--- src/rtl/muldiv_pkg.sv ---
// ============================================================================
// Module   : muldiv_pkg
// Brief    : Shared op/state encodings and helpers for the mul/div unit.
// Revision : 1.0 - initial release
// ============================================================================
`default_nettype none

package muldiv_pkg;

  localparam logic [1:0] C_OP_MULT  = 2'b00;
  localparam logic [1:0] C_OP_MULTU = 2'b01;
  localparam logic [1:0] C_OP_DIV   = 2'b10;
  localparam logic [1:0] C_OP_DIVU  = 2'b11;

  typedef enum logic [1:0] {
    OP_MULT  = C_OP_MULT,
    OP_MULTU = C_OP_MULTU,
    OP_DIV   = C_OP_DIV,
    OP_DIVU  = C_OP_DIVU
  } muldiv_op_e;

  typedef enum logic [1:0] {
    ST_IDLE = 2'd0,
    ST_PREP = 2'd1,
    ST_RUN  = 2'd2,
    ST_FIX  = 2'd3
  } muldiv_state_e;

  function automatic logic op_is_div(input logic [1:0] op);
    return op[1];
  endfunction

  function automatic logic op_is_signed(input logic [1:0] op);
    return ~op[0];
  endfunction

endpackage

`default_nettype wire

--- src/rtl/muldiv_step.sv ---
// ============================================================================
// Module   : muldiv_step
// Brief    : One combinational radix-2 step: shift-add multiply or restoring
//            shift-subtract divide on an unsigned {hi,lo} accumulator pair.
// Revision : 1.0 - initial release
// ============================================================================
`default_nettype none

module muldiv_step
  import muldiv_pkg::*;
#(
  parameter int XLEN = 32
) (
  input  logic            is_div,
  input  logic [XLEN-1:0] hi_in,
  input  logic [XLEN-1:0] lo_in,
  input  logic [XLEN-1:0] operand_b,
  output logic [XLEN-1:0] hi_out,
  output logic [XLEN-1:0] lo_out
);

  logic [XLEN:0] w_sum;
  logic [XLEN:0] w_shifted;
  logic [XLEN:0] w_diff;

  assign w_sum     = {1'b0, hi_in} + (lo_in[0] ? {1'b0, operand_b} : '0);
  assign w_shifted = {hi_in, lo_in[XLEN-1]};
  // Remainder stays below the divisor, so one extra bit holds the shifted value.
  assign w_diff    = w_shifted - {1'b0, operand_b};

  always_comb begin
    hi_out = w_sum[XLEN:1];
    lo_out = {w_sum[0], lo_in[XLEN-1:1]};
    if (is_div) begin
      if (!w_diff[XLEN]) begin
        hi_out = w_diff[XLEN-1:0];
        lo_out = {lo_in[XLEN-2:0], 1'b1};
      end else begin
        hi_out = w_shifted[XLEN-1:0];
        lo_out = {lo_in[XLEN-2:0], 1'b0};
      end
    end
  end

endmodule

`default_nettype wire

--- src/rtl/muldiv_unit.sv ---
// ============================================================================
// Module   : muldiv_unit
// Brief    : Iterative MULT/MULTU/DIV/DIVU unit with HI/LO registers, pipeline
//            stall generation, flush and MTHI/MTLO support.
// Revision : 1.0 - initial release
// ============================================================================
`default_nettype none

module muldiv_unit
  import muldiv_pkg::*;
#(
  parameter int XLEN  = 32,
  parameter int STEPS = 1
) (
  input  logic            clk,
  input  logic            rst_n,
  input  logic            ip_start,
  input  logic [1:0]      ip_op,
  input  logic [XLEN-1:0] ip_rs,
  input  logic [XLEN-1:0] ip_rt,
  input  logic            ip_flush,
  input  logic            ip_mthi,
  input  logic            ip_mtlo,
  input  logic            ip_read_req,
  output logic [XLEN-1:0] op_hi,
  output logic [XLEN-1:0] op_lo,
  output logic            op_busy,
  output logic            op_done,
  output logic            op_div_by_zero,
  output logic            op_stall
);

  localparam int N     = XLEN / STEPS;
  localparam int CNT_W = (N > 1) ? $clog2(N) : 1;

  muldiv_state_e     r_state;
  muldiv_state_e     w_state_nx;
  logic [CNT_W-1:0]  r_count;
  logic              r_is_div;
  logic              r_sign_a;
  logic              r_sign_b;
  logic [XLEN-1:0]   r_mag_a;
  logic [XLEN-1:0]   r_mag_b;
  logic [XLEN-1:0]   r_acc_hi;
  logic [XLEN-1:0]   r_acc_lo;
  logic [XLEN-1:0]   r_hi;
  logic [XLEN-1:0]   r_lo;
  logic              r_done;
  logic              r_dbz_flag;

  logic              w_idle;
  logic              w_accept;
  logic              w_mt_ok;
  logic              w_sign_rs;
  logic              w_sign_rt;
  logic [XLEN-1:0]   w_mag_rs;
  logic [XLEN-1:0]   w_mag_rt;
  logic              w_is_dbz;
  logic              w_last;

  assign w_idle    = (r_state == ST_IDLE);
  assign w_accept  = w_idle & ip_start & ~ip_flush;
  assign w_mt_ok   = w_idle & ~ip_start;
  assign w_sign_rs = op_is_signed(ip_op) & op_is_div(ip_op) ? ip_rs[XLEN-1] :
                     op_is_signed(ip_op) & ip_rs[XLEN-1];
  assign w_sign_rt = op_is_signed(ip_op) & ip_rt[XLEN-1];
  // Magnitude of the most negative value is itself read as unsigned.
  assign w_mag_rs  = w_sign_rs ? (~ip_rs + 1'b1) : ip_rs;
  assign w_mag_rt  = w_sign_rt ? (~ip_rt + 1'b1) : ip_rt;
  assign w_is_dbz  = r_is_div & (r_mag_b == '0);
  assign w_last    = (r_count == CNT_W'(N - 1));

  // ---------------------------------------------------------------------------
  // Iteration chain
  // ---------------------------------------------------------------------------
  logic [XLEN-1:0] w_hi_chain [STEPS+1];
  logic [XLEN-1:0] w_lo_chain [STEPS+1];

  assign w_hi_chain[0] = r_acc_hi;
  assign w_lo_chain[0] = r_acc_lo;

  for (genvar gi = 0; gi < STEPS; gi++) begin : g_step
    muldiv_step #(
      .XLEN(XLEN)
    ) u_step (
      .is_div    (r_is_div),
      .hi_in     (w_hi_chain[gi]),
      .lo_in     (w_lo_chain[gi]),
      .operand_b (r_mag_b),
      .hi_out    (w_hi_chain[gi+1]),
      .lo_out    (w_lo_chain[gi+1])
    );
  end

  // ---------------------------------------------------------------------------
  // Sign correction of the unsigned result
  // ---------------------------------------------------------------------------
  logic [2*XLEN-1:0] w_prod;
  logic [2*XLEN-1:0] w_prod_fix;
  logic [XLEN-1:0]   w_quo_fix;
  logic [XLEN-1:0]   w_rem_fix;
  logic [XLEN-1:0]   w_rs_orig;
  logic [XLEN-1:0]   w_res_hi;
  logic [XLEN-1:0]   w_res_lo;

  assign w_prod     = {r_acc_hi, r_acc_lo};
  assign w_prod_fix = (r_sign_a ^ r_sign_b) ? (~w_prod + 1'b1) : w_prod;
  assign w_quo_fix  = (r_sign_a ^ r_sign_b) ? (~r_acc_lo + 1'b1) : r_acc_lo;
  assign w_rem_fix  = r_sign_a ? (~r_acc_hi + 1'b1) : r_acc_hi;
  assign w_rs_orig  = r_sign_a ? (~r_mag_a + 1'b1) : r_mag_a;

  always_comb begin
    w_res_hi = w_prod_fix[2*XLEN-1:XLEN];
    w_res_lo = w_prod_fix[XLEN-1:0];
    if (w_is_dbz) begin
      w_res_hi = w_rs_orig;
      w_res_lo = '1;
    end else if (r_is_div) begin
      w_res_hi = w_rem_fix;
      w_res_lo = w_quo_fix;
    end
  end

  // ---------------------------------------------------------------------------
  // FSM
  // ---------------------------------------------------------------------------
  always_ff @(posedge clk or negedge rst_n) begin
    if (!rst_n) begin
      r_state <= ST_IDLE;
    end else begin
      r_state <= w_state_nx;
    end
  end

  always_comb begin
    w_state_nx = r_state;
    op_busy    = (r_state != ST_IDLE);
    op_stall   = 1'b0;
    if (op_busy) begin
      op_stall = ip_start | ip_read_req | ip_mthi | ip_mtlo;
    end
    case (r_state)
      ST_IDLE: begin
        if (w_accept) begin
          w_state_nx = ST_PREP;
        end
      end
      ST_PREP: begin
        w_state_nx = w_is_dbz ? ST_FIX : ST_RUN;
      end
      ST_RUN: begin
        if (w_last) begin
          w_state_nx = ST_FIX;
        end
      end
      ST_FIX: begin
        w_state_nx = ST_IDLE;
      end
      default: begin
        w_state_nx = ST_IDLE;
      end
    endcase
    if (ip_flush && (r_state != ST_IDLE)) begin
      w_state_nx = ST_IDLE;
    end
  end

  // ---------------------------------------------------------------------------
  // Datapath and architectural registers
  // ---------------------------------------------------------------------------
  always_ff @(posedge clk or negedge rst_n) begin
    if (!rst_n) begin
      r_count    <= '0;
      r_is_div   <= 1'b0;
      r_sign_a   <= 1'b0;
      r_sign_b   <= 1'b0;
      r_mag_a    <= '0;
      r_mag_b    <= '0;
      r_acc_hi   <= '0;
      r_acc_lo   <= '0;
      r_hi       <= '0;
      r_lo       <= '0;
      r_done     <= 1'b0;
      r_dbz_flag <= 1'b0;
    end else begin
      r_done <= 1'b0;
      case (r_state)
        ST_IDLE: begin
          if (w_accept) begin
            r_is_div   <= op_is_div(ip_op);
            r_sign_a   <= w_sign_rs;
            r_sign_b   <= w_sign_rt;
            r_mag_a    <= w_mag_rs;
            r_mag_b    <= w_mag_rt;
            r_dbz_flag <= 1'b0;
          end else if (w_mt_ok) begin
            if (ip_mthi) begin
              r_hi <= ip_rs;
            end
            if (ip_mtlo) begin
              r_lo <= ip_rs;
            end
          end
        end
        ST_PREP: begin
          r_acc_hi <= '0;
          r_acc_lo <= r_mag_a;
          r_count  <= '0;
        end
        ST_RUN: begin
          r_acc_hi <= w_hi_chain[STEPS];
          r_acc_lo <= w_lo_chain[STEPS];
          r_count  <= r_count + CNT_W'(1);
        end
        ST_FIX: begin
          if (!ip_flush) begin
            r_hi       <= w_res_hi;
            r_lo       <= w_res_lo;
            r_done     <= 1'b1;
            r_dbz_flag <= w_is_dbz;
          end
        end
        default: begin
          r_done <= 1'b0;
        end
      endcase
    end
  end

  assign op_hi          = r_hi;
  assign op_lo          = r_lo;
  assign op_done        = r_done;
  assign op_div_by_zero = r_dbz_flag;

endmodule

`default_nettype wire

--- config.mk ---
export PLATFORM = sky130hd
export DESIGN_NAME = muldiv_unit
export DESIGN_NICKNAME = d
export VERILOG_FILES = /design/src/rtl/muldiv_pkg.sv /design/src/rtl/muldiv_step.sv /design/src/rtl/muldiv_unit.sv
export SDC_FILE = /design/constraint.sdc
export NUM_CORES = 1
export LEC_CHECK = 0
export CAP_MARGIN = 20
export CELL_PAD_IN_SITES_DETAIL_PLACEMENT = 1
export CELL_PAD_IN_SITES_GLOBAL_PLACEMENT = 1
export CORE_UTILIZATION = 41
export DETAILED_ROUTE_END_ITERATION = 8
export GPL_TIMING_DRIVEN = 0
export PLACE_DENSITY_LB_ADDON = 0.1
export SYNTH_ARGS = -nofsm -noshare
export SYNTH_HDL_FRONTEND = slang
export SYNTH_SLANG_ARGS = --single-unit
--- constraint.sdc ---
create_clock -name clk -period 3.5 [get_ports clk]
set_input_delay 0.7 -clock clk [delete_from_list [all_inputs] [get_ports clk]]
set_output_delay 0.7 -clock clk [all_outputs]
set_load 0.01 [all_outputs]
* Word-level counts from Yosys, hierarchy flattened
Index checks and enable logic that the tools add are counted.
W data, S select, Z words.
** Word-level totals
- Input port bits :: 73
- Output and inout bits :: 68
- Logic and storage cells :: 105
- Flip-flop bits (word level) :: 204
** Cells by class
- Mux-type cells :: 40
- Reductions and logical operators :: 11
- Bitwise gates (word level) :: 20
- Eq/ne operators :: 12
- Add/subtract/negate cells :: 9
** Operators by type and width (number)
- $mux W32 :: 21
- $pmux W32 S2 :: 4
- $add A32 B1 Y32 const B :: 5
- $not A32 Y32 :: 5
- $add A64 B1 Y64 const B :: 1
- $mux W64 :: 1
- $not A64 Y64 :: 1
- $add A32 B33 Y33 :: 1
- $sub A33 B32 Y33 :: 1
- $logic_not A32 Y1 :: 1
- $pmux W5 S2 :: 1
- $reduce_and A5 Y1 :: 2
- $mux W1 :: 8
- $ne A2 B2 Y1 const B :: 4
- $pmux W2 S4 :: 1
- $and A1 B1 Y1 :: 7
- $mux W2 :: 3
- $reduce_bool A2 Y1 :: 3
- $add A5 B1 Y5 const B :: 1
- $eq A5 B5 Y1 const B :: 1
- $eq A2 B2 Y1 const B :: 2
- $ne A2 B1 Y1 const B :: 2
- $reduce_and A2 Y1 :: 2
- $ne A3 B1 Y1 const B :: 1
- 9 further kinds :: 13

* Longest topological paths before layout
Gate-level depths: netlist (run 1).
- Word-level depth :: 7
- Depth in mapped cells :: 15
- Depth with buffers taken out :: 13

* Hierarchy
Synthesis (run 1) repeated with hierarchy kept, for this count alone.
** Unflattened totals
- Cells, all modules :: 2194
- Area, all modules :: 17434.2 um2
** By module, submodules not included
- muldiv_unit :: sequential area each 5104.9 um2, area an instance 12714.7 um2, cells each 1511, times used 1
- muldiv_step :: sequential area each 0.0 um2, area an instance 4719.5 um2, cells each 683, times used 1

* Worst setup path before layout (run 1)
OpenSTA, ideal clock, no wires.
- Path kind :: register to register
- Start point :: register r_acc_lo[0]
- End point :: register r_acc_hi[30]
- Cell stages (with the launch flop) :: 15
- Path buffers :: 3
- Clock period less this slack :: 3359 ps
- Library setup time :: 145 ps
- Slack :: 141 ps
- Required time :: 3355 ps
- Arrival :: 3214 ps
- Path through :: dfrtp_1 -> clkbuf_1 -> inv_1 -> clkbuf_1 -> nor2_1 -> ha_1 -> clkbuf_1 -> a21o_1 -> or4_1 -> o32a_1 -> a2111oi_0 -> nor3_1 -> a41oi_1 -> mux2i_1 -> o221ai_1
** On the way
- Cells in the longest elaborated chain, start to end :: 4
** RTL lines
- from (decl) :: RTL line muldiv_unit.sv:45 : logic [XLEN-1:0] r_acc_lo;
- from (signal assigned) :: RTL line muldiv_unit.sv:207 : r_acc_lo <= r_mag_a;
- from (signal assigned) :: RTL line muldiv_unit.sv:212 : r_acc_lo <= w_lo_chain[STEPS];
- $mux W32 :: RTL line muldiv_step.sv:26 : assign w_sum = {1'b0, hi_in} + (lo_in[0] ? {1'b0, operand_b} : '0);
- $add A32 B33 Y33 :: RTL line muldiv_step.sv:26
- $mux W32 :: RTL line muldiv_step.sv:34 : if (is_div) begin
- $pmux W32 S2 :: RTL line muldiv_unit.sv:187 : case (r_state)
- to (signal assigned) :: RTL line muldiv_unit.sv:211 : r_acc_hi <= w_hi_chain[STEPS];
- to (decl) :: RTL line muldiv_unit.sv:44 : logic [XLEN-1:0] r_acc_hi;
No other way between the ends.
A chain may end at the register's enable or synchronous reset.

* Worst setup path in the final report (run 1)
- Start point :: register r_acc_hi[4]
- End point :: register r_acc_hi[28]
** On the way
- Cells in the longest elaborated chain, start to end :: 4
- Elaborated cells between the ends (all ways) :: 5
- Those cells by class :: 2 x add/sub; 3 x mux
** RTL lines
- $sub A33 B32 Y33 :: RTL line muldiv_step.sv:29 : assign w_diff = w_shifted - {1'b0, operand_b};
- $mux W32 :: RTL line muldiv_step.sv:35 : if (!w_diff[XLEN]) begin
- $mux W32 * :: RTL line muldiv_step.sv:34
- $pmux W32 S2 * :: RTL line muldiv_unit.sv:187
Mark *: on every way between the ends. The rest lies on a longest branch, timed or not.

==> metrics.yaml, run 1 <==
place.gp.congestion: 0.967
clk_path_buf_depth: 3
grt_pass1_wl_um: 111000
cts_tree: "done"
power_frac_comb_pct: 65.6
finalClockSkew_ns: 0.0219
antenna_left: 0
yosys.area_share.adder_pct: 5.83
cts_hold_buffers: 0
cp.arrival_ns: 3.92
ir_worst_vdd_mv: 0.434
grt-ovfl-total: 0
cts_root_buf: "clkbuf_16"
internal_power_mw: 10.2
drive_above_1_share_pct: 7.91
antenna_found_initial: 0
finalCritPeriodShare_pct: 99.2
dieArea_um2: 41700
p_sw_mw: 11.8
cap_violations: 0
timing.final.max_slew_violations: 0
cp.required_ns: 3.95
power_density_nw_per_um2: 1080
core-area_um2: 40000
worstSetupStartpointType: "flop"
synthMuxAreaShare_pct: 3.41
layout_common_cells: "o21ai_0, nand2_1, dfrtp_1"
cp_max_fo: 10
synth_area_um2: 16800
slew_headroom_pct: 18.0
io_pins: 141
n_antenna_cell: 0
met2_usage_pct: 58.8
drc: 0
n_fill_cell: 4847
grt_usage_pct: 35.4
leakage_nw: 8.79
place_hpwl_um: 58700
fin_nets: 2417
crit_family: "compound AO/OA/AOI/OAI gates"
synthXorXnorAreaFrac_pct: 10.5
top_usage_layer: "met2"
pwr-share-clk_pct: 12.3
place_ws_ns: -1.72
crit_top_cell: "buf_6"
cpPeakStageDelay_ns: 0.50
async_flop_share_pct: 100
die_h_um: 204
path_clk_slew_ns: 0.06
synth.avg_cell_area_um2: 8.04
timing.final.ws_setup_ns: 0.0273
port_buffers: 139
critPathBufInv: 2
crit_path_cell_trace: "ha_1, a21oi_1, nand2_1, o21ai_4, o21a_2, o211ai_1, a311o_1, buf_6, and2_1, buf_6, mux2_4, a221o_1"
drt_first_iter_violations: 1112
swShare_pct: 53.6
ys_types: 84
die_w_um: 204
grt_setup_unrepaired: "true"
path_class: "reg2reg"
setup_viol: 0
final_common_cell: "o21ai_0"
synth_seq_cells: 204
grt.met1_usage_pct: 42.8
yosysWarnings: 0
firstDrtPassIters: 5
worst_slew_pin_slew_ns: 1.22
wirelength_um: 74400
synth_top_family_by_area: "compound AO/OA/AOI/OAI gates"
hp-class: "in2async"
cts_num_sinks: 204
yosys.area_share.simple_pct: 18.9
syn_nets: 2238
ys.flop_type: "dfrtp_1"
synthToLayoutAreaGrowth_pct: 21.2
synth_edf_count: 0
clk_latency_ns: 0.57
grt_util_met3_pct: 3.30
routedWlPerCell_um: 26.4
rows: 73
numCtsBuffers: 26
synthCells: 2088
ys_seq_area_share_pct: 30.4
period_needed_ns: 3.47
initial_core_util_pct: 41.9
status: "finished clean"
grt_max_degree: 89
cp_slowest_cell: "dfrtp_1"
vias: 17300
htree_levels: 1
p_total_mw: 22.0
cp-end-kind: "flop"
viasPerCell: 6.16
synth_compound_area_share_pct: 25.9
grt_pass1_vias: 18000
hold_viol: 0
p_seq_share_pct: 22.1
max_freq_ghz: 0.288
worst register-to-register path, cell delays in order (launching register included):
cell and delay, ns:
dfrtp_1 0.50, ha_1 0.42, a21oi_1 0.28, nand2_1 0.14, o21ai_4 0.23, o21a_2 0.23
o211ai_1 0.11, a311o_1 0.38, buf_6 0.15, and2_1 0.16, buf_6 0.14, mux2_4 0.29
a221o_1 0.31
path summary, 6_finish.rpt:
path                                         start                        to  slack [ns]  depth (start not counted)
max in group asynchronous                    rst_n   r_mag_b[24]$_DFFE_PN0P_        2.23                          3
min in group clk              op_lo[8]$_DFFE_PN0P_      op_lo[8]$_DFFE_PN0P_        0.48                          2
max                        r_acc_hi[4]$_DFFE_PN0P_  r_acc_hi[28]$_DFFE_PN0P_        0.03                         12
min reg2reg                   op_lo[8]$_DFFE_PN0P_      op_lo[8]$_DFFE_PN0P_        0.48                          2
max reg2reg                r_acc_hi[4]$_DFFE_PN0P_  r_acc_hi[28]$_DFFE_PN0P_        0.03                         12
min                                          rst_n  r_acc_lo[11]$_DFFE_PN0P_        0.07                          1
flip-flops by register name (all words and copies together) (netlist names):
signal	flops
op_div_by_zero	1
op_done	1
op_hi	32
op_lo	32
r_acc_hi	32
r_acc_lo	32
r_count	5
r_is_div	1
r_mag_a	32
r_mag_b	32
r_sign_a	1
r_sign_b	1
r_state	2
cell usage after synthesis, drive strengths merged, types with 4 or more instances:
library cell | n | share of area [%]
o221ai | 18 | 0.94
or4 | 17 | 0.83
o211ai | 24 | 1.1
nor2b | 13 | 0.48
xnor2 | 98 | 5.1
nor2 | 156 | 3.5
nand2b | 20 | 0.79
or3 | 23 | 0.89
and3 | 22 | 0.85
a22o | 4 | 0.21
nor4 | 28 | 1.3
buf | 16 | 0.66
mux2i | 53 | 3.2
nand3b | 5 | 0.32
a211oi | 38 | 1.7
a21boi | 4 | 0.18
nor3 | 51 | 1.5
xor2 | 104 | 5.4
a31oi | 13 | 0.48
o21ai | 244 | 7.3
inv | 83 | 1.9
nor3b | 22 | 0.98
nand2 | 214 | 4.8
a32o | 4 | 0.24
a221o | 8 | 0.48
o41ai | 11 | 0.62
a41oi | 6 | 0.31
clkbuf | 113 | 2.5
nand3 | 33 | 0.98
o22ai | 24 | 0.89
and2 | 11 | 0.41
nand4 | 14 | 0.52
and4 | 4 | 0.21
dfrtp | 204 | 30
ha | 75 | 5.6
o21bai | 5 | 0.22
or2 | 4 | 0.15
o21a | 10 | 0.45
a21o | 67 | 3.0
a221oi | 6 | 0.45
o31ai | 31 | 1.4
a21oi | 151 | 4.5
power by group through the flow:
stage	Sequential, mW	Combinational (mW)	Clock [mW]
after global routing	4.94	15.4	2.80
final	4.86	14.4	2.69
after detailed placement	4.85	13.6	0
after floorplan	4.40	8.36	0
after CTS	4.81	13.9	2.72
after global placement	4.80	13.3	0
cell families after synthesis:
family                     count (synthesis)
adders and majority gates                 77
muxes                                     56
and+or+nand+nor                          643
AOI/OAI and AO/OA                        694
xor gates and xnor gates                 202
DFF                                      204
buffers and inverters                    212
timing repair:
item                                    CTS  global route
setup buffers                             6             9
gates resized for setup                  63            66
hold endpoints to repair                  0             0
pin swaps                                 6            15
endpoints found under the setup margin   68            54
per-layer routing:
layer	wire [um]	share of wire (%)
met5	0	0
met1	30000	40
met3	3230	4.3
met4	6050	8.1
met2	35100	47
stage by stage:
stage | std cells | util (%) | TNS (ns) | hold WS (ns) | area, um^2
2_1_floorplan | 2088 | - | 0 | 0.404 | 16800
5_1_grt | 2812 | 50.8 | -0.0834 | 0.0949 | 20300
4_1_cts | 2807 | 50.0 | 0 | 0.0701 | 20000
3_3_place_gp | 2752 | 47.1 | -1564.61 | 0.465 | 18800
6_report | 2812 | 50.8 | 0 | 0.0700 | 20300
3_5_place_dp | 2757 | 47.3 | -52.77 | 0.471 | 18900
layout make-up:
class | count | area, um^2 | share of cell area [%]
Sequential cell | 204 | 5120 | 25.2
Tap cell | 525 | 657 | 3.23
Buffer | 121 | 573 | 2.82
Clock buffer | 37 | 732 | 3.60
Multi-Input combinational cell | 1672 | 11200 | 55.2
Timing Repair Buffer | 159 | 1600 | 7.88
Clock inverter | 11 | 101 | 0.498
Inverter | 83 | 319 | 1.57
Power figures use the tool's default switching activity.
==> inputs of run 2 (changes only) <==
--- a/config.mk
+++ b/config.mk
@@ -7,3 +7,2 @@
 export LEC_CHECK = 0
-export CAP_MARGIN = 20
 export CELL_PAD_IN_SITES_DETAIL_PLACEMENT = 1
@@ -13,3 +12,3 @@
 export GPL_TIMING_DRIVEN = 0
-export PLACE_DENSITY_LB_ADDON = 0.1
+export PLACE_DENSITY = 0.81
 export SYNTH_ARGS = -nofsm -noshare
==> constraint.sdc (replaced) <==
create_clock -name clk -period 3.5 [get_ports clk]
set_input_delay 0.35 -clock clk [delete_from_list [all_inputs] [get_ports clk]]
set_output_delay 0.35 -clock clk [all_outputs]
set_load 0.01 [all_outputs]
==> metrics.yaml, run 2 (same netlist as run 1, synthesis figures left out) <==
grt_setup_unrepaired: "true"
cts_root_buf: "clkbuf_16"
reg2reg_depth: 13  # +1
holdPathStages: 3
pwr-share-clk_pct: 13.4  # +1.1 points
finalCritPeriodShare_pct: 101  # +1.4 points
rows: 73  # unchanged
fin_tns_setup_ns: -0.0213  # -0.0213 ns
path_clk_slew_ns: 0.06  # about the same
grt_pass1_vias: 18200  # +0.73%
rr_endpoint: "r_acc_hi[31]$_DFFE_PN0P_"
r2r_start: "r_acc_lo[0]$_DFFE_PN0P_"
drive_above_1_share_pct: 8.98  # +1.1 points
setup_viol: 1  # +1
violations: "negative setup slack"
leakage_nw: 8.89  # +1.2%
hold_viol: 0  # unchanged
max_freq_ghz: 0.284  # -1.4%
internal_power_mw: 10.6  # +3.8%
final_common_cell: "o21ai_0"
grt-ovfl-total: 0  # unchanged
fin_cells: 2829  # +0.60%
dieArea_um2: 41700  # unchanged
n_fill_cell: 4777  # -1.4%
drt_first_iter_violations: 1464  # +32%
routedWlPerCell_um: 26.5  # +0.27%
place_ws_ns: -1.79  # -0.0744 ns
cap_violations: 0  # unchanged
swShare_pct: 52.8  # -0.83 points
finalClockSkew_ns: 0.0228  # +0.000914 ns
ir_worst_vdd_mv: 0.476  # +9.6%
timing.final.ws_setup_ns: -0.0213  # -0.0486 ns
post-route-cell-area_um2: 20600  # +1.4%
antenna_found_initial: 0  # unchanged
initial_core_util_pct: 41.9  # unchanged
place.gp.congestion: 1.02  # +5.2%
hp-class: "in2reg"
r2r_setup_slack_ns: -0.02  # -0.05 ns
grt_usage_pct: 35.3  # -0.10 points
timing.final.max_slew_violations: 0  # unchanged
layout_common_cells: "o21ai_0, nand2_1, dfrtp_1"
cp-end-kind: "flop"
firstDrtPassIters: 5  # unchanged
place_hpwl_um: 58000  # -1.1%
htree_levels: 1  # unchanged
numCtsBuffers: 26  # unchanged
status: "finished with violations"
clk_path_buf_depth: 3  # unchanged
port_buffers: 139  # unchanged
fin_nets: 2436  # +0.79%
cp.arrival_ns: 3.93  # about the same
die_w_um: 204  # unchanged
p_seq_share_pct: 21.9  # -0.2 points
grt_max_degree: 104  # +17%
io_pins: 141  # unchanged
cp_max_fo: 7  # -3
power_density_nw_per_um2: 1090  # +0.54%
placed_area_um2: 18900  # -0.24%
p_sw_mw: 11.8  # +0.40%
die_h_um: 204  # unchanged
worstSetupStartpointType: "flop"
hold_end: "r_mag_a[26]$_DFFE_PN0P_"
cts_tree: "done"
dp.cells: 2754  # -0.11%
drc: 0  # unchanged
slew_headroom_pct: 11.6  # -6.4 points
antenna_left: 0  # unchanged
vias: 17600  # +1.8%
hold_ws_ns: 0.257  # +0.187 ns
period_needed_ns: 3.52  # +0.0486 ns
cp.required_ns: 3.91  # -0.04 ns
min_from: "ip_rs[26]"
synthToLayoutAreaGrowth_pct: 22.9
wirelength_um: 75000  # +0.88%
viasPerCell: 6.24  # +1.2%
path_class: "reg2reg"
core-area_um2: 40000  # unchanged
n_antenna_cell: 0  # unchanged
clk_latency_ns: 0.57  # about the same
grt_pass1_wl_um: 112000  # +0.63%
cts_num_sinks: 204  # unchanged
worst_slew_pin_slew_ns: 1.32  # +0.0921 ns
power_frac_comb_pct: 64.6  # -1.0 points
-- run 2: cell count changes in the layout (fill, tap and decap cells not counted), sizes merged, moves of 3 or more --
| cell | delta |
|---|---|
| buf | +20 |
| bufinv | +4 |
| clkbuf | -6 |
| clkinv | -4 |
| clkinvlp | +3 |
-- run 2: area by class of cell --
cell class | count | area (um^2) | area share, %
tap | 525 | 657 | 3.18
clock inverter | 13 | 213 | 1.03
multi-input combinational | 1672 | 11300 | 54.8
sequential | 204 | 5120 | 24.8
clock buffer | 33 | 727 | 3.52
inverter | 83 | 319 | 1.55
buffer | 122 | 564 | 2.74
timing repair buffer | 177 | 1720 | 8.32
-- run 2: repair_timing --
action / CTS / global route
setup endpoints to repair: 67 / 45
endpoints found under the hold margin: 102 / 0
pin swaps: 13 / 33
hold buffers: 1 / 0
gates resized for setup: 63 / 78
buffers inserted: 16 / 19
-- run 2: critical path: stages, from the launching register on --
cell and delay, ns:
dfrtp_2 0.41, clkinvlp_4 0.25, buf_8 0.23, buf_4 0.15, nor2_1 0.18, ha_4 0.27, and4_1 0.18, a221o_2 0.48
o211ai_1 0.30, a31oi_2 0.18, o21a_1 0.22, o21a_1 0.19, a221oi_2 0.24, o21ai_1 0.09
-- run 2: power by group through the flow --
stage	Clock, mW	Sequential [mW]	Combinational [mW]
2_1_floorplan	0	4.40	8.36
3_3_place_gp	0	4.82	13.0
3_5_place_dp	0	4.87	13.4
4_1_cts	3.02	4.84	13.8
5_1_grt	3.10	4.98	15.4
6_report	3.01	4.91	14.5
-- run 2: worst max-delay path by stage --
| stage | from | end | slack, ns | cells past startpoint |
|---|---|---|---|---|
| after floorplan | r_acc_lo[0]$_DFFE_PN0P_ | r_acc_hi[30]$_DFFE_PN0P_ | 0.14 | 14 |
| after global placement | rst_n | r_mag_b[15]$_DFFE_PN0P_ | -6.88 | 1 |
| after detailed placement | r_acc_lo[0]$_DFFE_PN0P_ | r_acc_hi[30]$_DFFE_PN0P_ | -1.79 | 14 |
| after CTS | r_acc_lo[0]$_DFFE_PN0P_ | op_hi[26]$_DFFE_PN0P_ | -0.02 | 13 |
| after global routing | r_acc_lo[0]$_DFFE_PN0P_ | r_acc_hi[30]$_DFFE_PN0P_ | -0.13 | 13 |
| final | r_acc_lo[0]$_DFFE_PN0P_ | r_acc_hi[31]$_DFFE_PN0P_ | -0.02 | 13 |
-- run 2: through the flow --
step                      utilization (%)  power (mW)
after floorplan                         -        12.8
after detailed placement             47.2        18.3
after global placement               47.1        17.8
after CTS                            50.4        21.6
after global routing                 51.6        23.5
final                                51.6        22.4
-- run 2: layer usage --
| metal | track usage [%] | share of wire, % | wire (um) | up-vias |
|---|---|---|---|---|
| li1 | - | - | - | 7940 |
| met5 | 0 | 0 | 0 | - |
| met4 | 22.7 | 7.3 | 5490 | 0 |
| met2 | 59.5 | 48 | 35900 | 629 |
| met1 | 43.2 | 40 | 30200 | 8856 |
| met3 | 3.27 | 4.6 | 3460 | 217 |
